==> src/rtl/fft_mag.sv <==
// Streams FFT bins through an alpha-max-plus-beta-min magnitude pipeline into the spectrum register.
// Define FFT_MAG_BITREV_EN to read the FFT result register in bit-reversed address order.
module fft_mag #(
    parameter int NPOINT  = 128,
    parameter int FFT_AW  = 8,
    parameter int SPEC_AW = 7,
    parameter int DW      = 40,
    parameter int RD_LAT  = 1
) (
    input  logic               clk,
    input  logic               reset,
    input  logic               start,
    output logic [FFT_AW-1:0]  fft_addr,
    output logic               fft_rd_en,
    input  logic [DW-1:0]      fft_datar,
    input  logic [DW-1:0]      fft_datai,
    output logic [SPEC_AW-1:0] spec_addr,
    output logic [DW:0]        spec_data,
    output logic               spec_wren,
    output logic               busy,
    output logic               done
);

    localparam int CW = $clog2(NPOINT);

    typedef enum logic [1:0] {IDLE, RUN, DRAIN, DONE} state_t;

    state_t          state_q, state_d;
    logic [CW-1:0]   cnt_q, cnt_d;
    logic [CW-1:0]   cnt_map;

    // Valid bit and bin index travel alongside the FFT read latency
    logic [RD_LAT-1:0]         rv_q;
    logic [RD_LAT-1:0][CW-1:0] ridx_q;

    logic            a_vld_q;
    logic [CW-1:0]   a_idx_q;
    logic [DW-1:0]   a_absr_q, a_absi_q;

    logic            b_vld_q;
    logic [CW-1:0]   b_idx_q;
    logic [DW-1:0]   b_mx_q, b_mn_q;

    logic            pipe_last;
    logic [DW:0]     mx_w, mn_w;

`ifdef FFT_MAG_BITREV_EN
    for (genvar gi = 0; gi < CW; gi++) begin : g_rev
        assign cnt_map[gi] = cnt_q[CW-1-gi];
    end
`else
    assign cnt_map = cnt_q;
`endif

    // Two's complement magnitude; the most negative value maps to 2^(DW-1) as unsigned
    function automatic logic [DW-1:0] abs_u(input logic [DW-1:0] x);
        return x[DW-1] ? (~x + DW'(1)) : x;
    endfunction

    assign pipe_last = b_vld_q && !a_vld_q && !(|rv_q);

    always_comb begin
        state_d   = state_q;
        cnt_d     = cnt_q;
        fft_rd_en = 1'b0;
        busy      = 1'b1;
        done      = 1'b0;
        unique case (state_q)
            IDLE: begin
                busy = 1'b0;
                if (start) begin
                    state_d = RUN;
                    cnt_d   = '0;
                end
            end
            RUN: begin
                fft_rd_en = 1'b1;
                cnt_d     = cnt_q + CW'(1);
                if (cnt_q == CW'(NPOINT - 1)) state_d = DRAIN;
            end
            DRAIN: begin
                if (pipe_last) state_d = DONE;
            end
            DONE: begin
                done    = 1'b1;
                state_d = IDLE;
            end
            default: state_d = IDLE;
        endcase
    end

    assign fft_addr = fft_rd_en ? FFT_AW'(cnt_map) : '0;

    always_ff @(posedge clk or posedge reset) begin
        if (reset) begin
            state_q <= IDLE;
            cnt_q   <= '0;
        end else begin
            state_q <= state_d;
            cnt_q   <= cnt_d;
        end
    end

    always_ff @(posedge clk or posedge reset) begin
        if (reset) begin
            rv_q   <= '0;
            ridx_q <= '0;
        end else begin
            rv_q[0]   <= fft_rd_en;
            ridx_q[0] <= cnt_q;
            for (int k = 1; k < RD_LAT; k++) begin
                rv_q[k]   <= rv_q[k-1];
                ridx_q[k] <= ridx_q[k-1];
            end
        end
    end

    // Stage A captures |I|,|Q| on the data-valid cycle; stage B orders them
    always_ff @(posedge clk or posedge reset) begin
        if (reset) begin
            a_vld_q  <= 1'b0;
            a_idx_q  <= '0;
            a_absr_q <= '0;
            a_absi_q <= '0;
            b_vld_q  <= 1'b0;
            b_idx_q  <= '0;
            b_mx_q   <= '0;
            b_mn_q   <= '0;
        end else begin
            a_vld_q <= rv_q[RD_LAT-1];
            if (rv_q[RD_LAT-1]) begin
                a_idx_q  <= ridx_q[RD_LAT-1];
                a_absr_q <= abs_u(fft_datar);
                a_absi_q <= abs_u(fft_datai);
            end
            b_vld_q <= a_vld_q;
            if (a_vld_q) begin
                b_idx_q <= a_idx_q;
                if (a_absr_q >= a_absi_q) begin
                    b_mx_q <= a_absr_q;
                    b_mn_q <= a_absi_q;
                end else begin
                    b_mx_q <= a_absi_q;
                    b_mn_q <= a_absr_q;
                end
            end
        end
    end

    assign mx_w      = {1'b0, b_mx_q};
    assign mn_w      = {1'b0, b_mn_q};
    assign spec_data = mx_w + (mn_w >> 2) + (mn_w >> 3);
    assign spec_wren = b_vld_q;
    assign spec_addr = SPEC_AW'(b_idx_q);

endmodule

==> config.mk <==
export PLATFORM = sky130hd
export DESIGN_NAME = fft_mag
export DESIGN_NICKNAME = d
export VERILOG_FILES = /design/src/rtl/fft_mag.sv
export SDC_FILE = /design/constraint.sdc
export NUM_CORES = 1
export LEC_CHECK = 0
export ABC_CLOCK_PERIOD_IN_PS = 9600
export BUFFER_PORTS_ARGS = -buffer_cell sky130_fd_sc_hd__buf_4
export CAP_MARGIN = 10
export CORE_ASPECT_RATIO = 1.1
export CORE_MARGIN = 1
export CORE_UTILIZATION = 35
export DETAILED_ROUTE_END_ITERATION = 6
export MAX_ROUTING_LAYER = met4
export SLEW_MARGIN = 20
export SYNTH_ARGS = -nofsm -noshare
export SYNTH_HDL_FRONTEND = slang
export SYNTH_SLANG_ARGS = --single-unit
==> constraint.sdc <==
create_clock -name clk -period 9.6 [get_ports clk]
set_input_delay 2.88 -clock clk [delete_from_list [all_inputs] [get_ports clk]]
set_output_delay 2.88 -clock clk [all_outputs]
set_load 0.005 [all_outputs]
==> results of run 1 <==
==> layer usage <==
layer | routed length (microns) | share of wire, % | GRT usage [%] | up-vias
li1 | - | - | - | 5709
met1 | 17900 | 47 | 27.9 | 5597
met2 | 17000 | 44 | 29.7 | 332
met3 | 2360 | 6.2 | 4.11 | 55
met4 | 923 | 2.4 | 7.06 | 0
met5 | 0 | 0 | - | -
==> worst max-delay path, cell delays in order (launching register included) <==
cell and delay [ns]:
dfrtp_1 0.41, fa_1 0.49, ha_1 0.25, fa_1 0.41, a21o_1 0.18, a21oi_1 0.33
nor4_1 0.17, o311ai_0 0.60, a2111oi_0 0.26, nor3b_1 0.36, o21ai_0 0.15, xor2_1 0.16
buf_4 0.14
==> flip-flops by register name, summed over array words and instances, names as in the netlist <==
register,cells
spec_addr,7
b_mx_q,40
spec_wren,1
state_q,2
a_idx_q,7
ridx_q,7
cnt_map,7
a_absr_q,40
a_absi_q,40
a_vld_q,1
b_mn_q,38
rv_q,1
==> layout make-up <==
cell class                 instances  area [sq um]
fill                            3765         22000
multi-input combinational       1198          8080
sequential                       191          4790
timing repair buffer             150          1130
tap                              494           618
clock buffer                      18           429
inverter                          65           249
clock inverter                    12           159
==> worst paths after layout <==
check | from | to | slack (ns) | cells after the start
setup / recovery | b_mx_q[1] | spec_data[35] | 2.39 | 12
hold / removal | cnt_map[5] | ridx_q[5] | 0.46 | 0
setup reg to reg | a_absr_q[37] | b_mn_q[4] | 5.86 | 10
hold reg to reg | cnt_map[5] | ridx_q[5] | 0.46 | 0
max in group asynchronous | reset | b_mn_q[2] | 5.77 | 3
min in group asynchronous | reset | a_vld_q | 2.48 | 2
==> synth_stat cells (4+ instances only) <==
library cell and instances:
nor2_1 193, dfrtp_1 191, o21ai_0 137, a21oi_1 128, nand3_1 93, clkbuf_1 87, ha_1 86, a31oi_1 85
xor2_1 83, nand2_1 70, inv_1 65, a21o_1 38, fa_1 38, o31ai_1 26, nor3_1 23, xnor2_1 22
mux2_2 15, nand4_1 14, or3_1 11, o41ai_1 10, and2_1 9, buf_1 9, nand2b_1 9, a211oi_1 8
o21bai_1 8, and3_1 7, o21a_1 7, a2111oi_0 6, nor4_1 6, a211o_1 5, nor2b_1 5, or4_1 5
mux2i_1 4, nand3b_1 4, o311ai_0 4, or2_2 4
==> per-stage QoR <==
stage	worst slack (ns)	hold WS (ns)	util (%)
2_1_floorplan	1.52	0.352	-
5_1_grt	2.07	0.492	41.2
6_report	2.39	0.465	41.2
4_1_cts	2.44	0.467	41.2
3_3_place_gp	2.96	0.440	39.6
3_5_place_dp	2.92	0.444	39.6
==> cell families (layout without fill, tap and decap cells) <==
logic type / after synthesis / count (layout) / share of synthesized area (%)
other: 1 / 1 / 0.0279
buffers and inverters: 162 / 245 / 4.55
XOR/XNOR: 105 / 105 / 6.84
AO/OA/AOI/OAI: 485 / 485 / 21.8
AND/OR/NAND/NOR: 464 / 464 / 16.0
multiplexers: 19 / 19 / 1.55
flip-flops: 191 / 191 / 35.5
adder cells (fa/ha/maj): 124 / 124 / 13.7
==> flow_summary.yaml, run 1 <==
synth:
  yosys_register_bits: 191
  ys_types: 58
  syn_area_sq_um: 13400
  syn-num-nets: 1758
  synthCells: 1551
  synthFlopType: "dfrtp_1"
  ys_seq_area_share_pct: 35.5
  synth_top_area_cell: "dfrtp_1"
  yosysTopAreaCellShare_pct: 35.5
  synth_warnings: 0
  synth_area_leaders: "dfrtp_1 36%, ha_1 8.0%, fa_1 5.7%"
  async_flop_share_pct: 100
  synth_edf_count: 0
  avgSynthCellArea_sq_um: 8.67
cells_and_area:
  n_antenna_cell: 0
  final_cell_mix: "192 x nor2_1, 189 x dfrtp_1, 149 x buf_4"
  fin_nets: 1830
  finalInstanceArea_sq_um: 15500
  instances_no_fill: 2128
  final_common_cell: "nor2_1"
  drive_gt1_share_pct: 13.0
  syn_to_final_growth_pct: 14.9
drt:
  drt_pass1_iterations: 6
  drc: 0
  via_per_inst: 5.49
  drt-initial-drc-count: 996
  totalWireLength_mm: 38.2
  wl_per_cell_microns: 18.0
  ant_nets: 0
  vias: 11700
grt:
  grt_pass1_wl_mm: 61.2
  track_usage_pct: 20.3
  overflow: 0
  grt_start_max_net_pins: 119
  antenna_found_initial: 0
  grt_pass1_vias: 11300
clock_tree:
  cts_resized: 0
  path_clk_slew_ns: 0.08
  ctsLongestPathBuffers: 2
  htreeDepth: 4
  tritoncts: "yes"
  cts_hold_buf: 0
  cts_inserted_buffers: 17
  clk_latency_ns: 0.45
  cts.sinks: 191
  cts_root_buf: "clkbuf_16"
  postCtsSetupRepairBufs: 0
worst_setup_path:
  cp_max_fo: 4
  cp.arrival_ns: 4.33
  critPathCaptureType: "output pin"
  critPathKind: "flop to output pin"
  critPathLaunchType: "flop"
  worstPathRequired_ns: 6.72
timing:
  period_minus_slack_ns: 7.21
  hold_viol: 0
  maxSlewHeadroom_pct: 23.6
  tightest_slew_ns: 1.12
  slew_violations: 0
  clock.fmax_ghz: 0.139
  fin_tns_setup_ns: 0
  rsz0062_at_grt: "no"
  min_period_over_period_pct: 75.1
  finalSetupViolCount: 0
  finClkSkew_ns: 0.0135
placed_design:
  placed_cells_incl_taps: 2098
  place.detailed.hpwl_mm: 29.1
  io_buffers: 141
  place_congestion: 0.943
  dpl_cell_area_sq_um: 14900
run:
  maxCapViolCount: 0
floorplanning:
  die_w_microns: 189
  fp.coreArea_sq_um: 37500
  die_h_microns: 208
  die-area_sq_um: 39200
  num_rows: 74
  start_util_pct: 35.9
  io_pins: 143
min_path:
  min_path_type: "flop to flop"
outcome:
  status: "complete, no violations"
Power of run 1 is not shown: default switching activity piles up to over one toggle a cycle in this logic, so the estimate is an artifact.
==> inputs of run 2 (changes only) <==
--- a/config.mk
+++ b/config.mk
@@ -5,7 +5,7 @@
 export SDC_FILE = /design/constraint.sdc
 export NUM_CORES = 1
 export LEC_CHECK = 0
-export ABC_CLOCK_PERIOD_IN_PS = 9600
+export ABC_CLOCK_PERIOD_IN_PS = 7200
 export BUFFER_PORTS_ARGS = -buffer_cell sky130_fd_sc_hd__buf_4
 export CAP_MARGIN = 10
 export CORE_ASPECT_RATIO = 1.1
==> constraint.sdc (replaced) <==
create_clock -name clk -period 7.2 [get_ports clk]
set_input_delay 2.16 -clock clk [delete_from_list [all_inputs] [get_ports clk]]
set_output_delay 2.16 -clock clk [all_outputs]
set_load 0.005 [all_outputs]
==> flow_summary.yaml, run 2 (synthesized netlist as in run 1, its figures left out) <==
outcome:
  status: "complete, no violations"
worst_setup_path:
  r2r_end: "b_mn_q[13]"
  crit_chain: "fa_1, ha_1, fa_1, a21o_1, a21oi_1, nor4_1, o311ai_0, a2111oi_0, nor3b_1, o21ai_0, xor2_1, buf_4"
  cp_slowest_stage_delay_ns: 0.57
  crit_slowest_cell: "o311ai_0"
  crit_buf_inv: 1
  r2r_slack_ns: 3.61
  worstPathRequired_ns: 5.04
  rr_worst_depth: 9
  critPathKind: "flop to output pin"
  cp_max_fo: 4
  critPathCaptureType: "output pin"
  critPathLaunchType: "flop"
  cp_top_family: "compound AO/OA/AOI/OAI gates"
  critPathMostFrequentCell: "fa_1"
  cp.arrival_ns: 4.35
  reg2reg_from: "a_absr_q[37]"
timing:
  fin_tns_setup_ns: 0
  min_period_over_period_pct: 90.4
  finalSetupViolCount: 0
  hold_viol: 0
  clock.fmax_ghz: 0.154
  tightest_slew_ns: 0.937
  maxSlewHeadroom_pct: 37.0
  finClkSkew_ns: 0.0113
  period_minus_slack_ns: 6.51
  whs_ns: 0.479
  rsz0062_at_grt: "no"
  slew_violations: 0
cells_and_area:
  reg.largest.list: "a_absi_q (40), a_absr_q (40), b_mx_q (40)"
  drive_gt1_share_pct: 13.1
  final_common_cell: "nor2_1"
  fin_nets: 1830
  fillers: 3790
  final_cell_mix: "192 x nor2_1, 189 x dfrtp_1, 150 x buf_4"
  syn_to_final_growth_pct: 14.7
  final_util_pct: 41.1
  instances_no_fill: 2131
drt:
  drc: 0
  drt-initial-drc-count: 907
  vias: 11700
  totalWireLength_mm: 38.2
  drt_pass1_iterations: 5
  wl_per_cell_microns: 17.9
  ant_nets: 0
  via_per_inst: 5.51
clock_tree:
  cts_hold_buf: 0
  htreeDepth: 4
  tritoncts: "yes"
  cts_resized: 0
  cts_root_buf: "clkbuf_16"
  cts_inserted_buffers: 17
  postCtsSetupRepairBufs: 0
  clk_latency_ns: 0.44
  path_clk_slew_ns: 0.08
  ctsLongestPathBuffers: 2
  cts.sinks: 191
placed_design:
  io_buffers: 141
  place_congestion: 0.904
  place.detailed.hpwl_mm: 28.9
  placed_cells_incl_taps: 2098
run:
  maxCapViolCount: 0
grt:
  grt_pass1_vias: 11400
  grt_pass1_wl_mm: 61.3
  grt_start_max_net_pins: 99
  antenna_found_initial: 1
  overflow: 0
  track_usage_pct: 20.2
floorplanning:
  die-area_sq_um: 39200
  io_pins: 143
  start_util_pct: 35.9
  die_w_microns: 189
  fp.coreArea_sq_um: 37500
  num_rows: 74
  die_h_microns: 208
min_path:
  hold_depth: 0
  hold_start: "cnt_map[1]"
  min_path_type: "flop to flop"
  whs_endpoint: "ridx_q[1]"
run 2: cell types whose count changed in the layout (fill, tap and decap cells not counted), sizes merged:
| cell | before | now |
|---|---|---|
| clkinv | 3 | 5 |
| inv | 69 | 71 |
| clkinvlp | 2 | 3 |
| bufinv | 3 | 0 |
| diode | 0 | 1 |
run 2: final cells by class:
cell class                 instances  area [sq um]  share of cell area, %
antenna                            1          2.50                 0.0162
clock buffer                      18           429                   2.78
clock inverter                    14           126                  0.820
inverter                          65           248                   1.61
multi-input combinational       1198          8080                   52.4
sequential                       191          4790                   31.0
tap                              494           618                   4.01
timing repair buffer             150          1130                   7.30
run 2: stage by stage:
stage	instance area [sq um]	setup slack, ns
global route	15400	0.563
detailed placement	14900	1.20
global placement	14900	1.29
finish	15400	0.694
floorplan	13500	1.88
CTS	15400	0.708
run 2: worst register-to-register path: cells and delay by family, from the launching register on:
family / cells / cell delay (ns)
flops: 1 / 0.45
fa+ha+maj: 1 / 0.34
compound gates: 8 / 2.72
run 2: worst max path at each step:
stage	start	end	cells past startpoint
global route	b_mn_q[4]	spec_data[35]	12
detailed placement	b_mn_q[4]	spec_data[35]	12
finish	b_mn_q[4]	spec_data[35]	12
CTS	b_mn_q[4]	spec_data[35]	12
floorplan	b_mx_q[1]	spec_data[33]	11
global placement	b_mx_q[1]	spec_data[35]	12
run 2: metal layers:
metal / global-route usage, % / vias to the layer above / part of all wire, %
li1: - / 5712 / -
met1: 27.4 / 5643 / 47
met2: 30.5 / 329 / 44
met3: 3.89 / 51 / 6.0
met4: 6.12 / 0 / 2.2
met5: - / - / 0
Power of run 2 is left out for the same reason.
==> inputs of run 3 (changes only) <==
==> constraint.sdc (replaced) <==
create_clock -name clk -period 7.2 [get_ports clk]
set_input_delay 1.08 -clock clk [delete_from_list [all_inputs] [get_ports clk]]
set_output_delay 1.08 -clock clk [all_outputs]
set_load 0.005 [all_outputs]
==> flow_summary.yaml, run 3 (synthesized netlist as in run 1, its figures left out) <==
outcome:
  status: "complete, no violations"
worst_setup_path:
  critPathLaunchType: "flop"
  critPathMostFrequentCell: "fa_1"
  crit_slowest_cell: "o311ai_0"
  cp_top_family: "compound AO/OA/AOI/OAI gates"
  worstPathRequired_ns: 6.12
  cp_slowest_stage_delay_ns: 0.58
  crit_chain: "fa_1, ha_1, fa_1, a21o_1, a21oi_1, nor4_1, o311ai_0, a2111oi_0, nor3b_1, o21ai_0, xor2_1, buf_4"
  cp.arrival_ns: 4.25
  critPathCaptureType: "output pin"
  crit_buf_inv: 1
  cp_max_fo: 4
  critPathKind: "flop to output pin"
clock_tree:
  cts_hold_buf: 0
  postCtsSetupRepairBufs: 0
  cts_resized: 0
  cts.sinks: 191
  path_clk_slew_ns: 0.08
  htreeDepth: 4
  cts_root_buf: "clkbuf_16"
  tritoncts: "yes"
  ctsLongestPathBuffers: 2
  clk_latency_ns: 0.44
  cts_inserted_buffers: 17
floorplanning:
  die-area_sq_um: 39200
  die_w_microns: 189
  die_h_microns: 208
  start_util_pct: 35.9
  num_rows: 74
  fp.coreArea_sq_um: 37500
  io_pins: 143
drt:
  vias: 11700
  drt_pass1_iterations: 5
  wl_per_cell_microns: 18.0
  drc: 0
  drt-initial-drc-count: 976
  ant_nets: 0
  totalWireLength_mm: 38.3
  via_per_inst: 5.49
grt:
  overflow: 0
  track_usage_pct: 20.4
  grt_pass1_vias: 11500
  grt_start_max_net_pins: 119
  antenna_found_initial: 0
  grt_pass1_wl_mm: 61.7
min_path:
  min_path_type: "flop to flop"
cells_and_area:
  drive_gt1_share_pct: 13.1
  final_util_pct: 41.1
  finalInstanceArea_sq_um: 15400
  n_antenna_cell: 0
  fin_nets: 1830
  final_cell_mix: "192 x nor2_1, 189 x dfrtp_1, 149 x buf_4"
  final_common_cell: "nor2_1"
  reg.largest.list: "a_absi_q (40), a_absr_q (40), b_mx_q (40)"
  syn_to_final_growth_pct: 14.7
timing:
  min_period_over_period_pct: 74.1
  finalSetupViolCount: 0
  tightest_slew_ns: 1.08
  slew_violations: 0
  finClkSkew_ns: 0.0112
  period_minus_slack_ns: 5.33
  hold_viol: 0
  rsz0062_at_grt: "no"
  maxSlewHeadroom_pct: 25.8
  clock.fmax_ghz: 0.187
  fin_tns_setup_ns: 0
placed_design:
  dpl_cell_area_sq_um: 14900
  place_congestion: 0.943
  place.detailed.hpwl_mm: 29.2
  io_buffers: 141
run:
  maxCapViolCount: 0
## run 3: changes by cell type in the layout (fill, tap and decap cells not counted), sizes merged
cell | before | now
clkinv | 5 | 1
diode | 1 | 0
clkbuf | 18 | 19
clkinvlp | 3 | 2
inv | 71 | 75
## run 3: final timing paths
kind	cells after the start	to	from	slack [ns]
setup / recovery	12	spec_data[35]	b_mx_q[1]	1.87
hold / removal	0	ridx_q[5]	cnt_map[5]	0.47
setup reg to reg	9	b_mn_q[17]	a_absr_q[37]	3.49
hold reg to reg	0	ridx_q[5]	cnt_map[5]	0.47
max in group asynchronous	3	b_mx_q[0]	reset	5.18
min in group asynchronous	2	a_vld_q	reset	0.67
## run 3: layout make-up
class                   instances  area [sq um]
well taps                     494           618
clock inverters                13           118
flip-flops and latches        191          4790
clock buffers                  19           443
fillers                      3770         22100
multi-input cells            1198          8080
inverters                      65           249
repair buffers                150          1130
## run 3: metal layers
metal  track usage (%)  wire, microns
met1              27.7          17900
met2              29.9          17000
met3              4.46           2430
met4              6.45            922
met5                 -              0
## run 3: through the flow
stage / hold slack, ns / cells / setup slack [ns]
after floorplan: 0.352 / 1551 / 0.921
after global placement: 0.440 / 2098 / 2.36
after detailed placement: 0.440 / 2098 / 2.38
after CTS: 0.463 / 2130 / 1.88
after global routing: 0.488 / 2130 / 1.49
final: 0.468 / 2130 / 1.87
Power of run 3 is left out for the same reason.
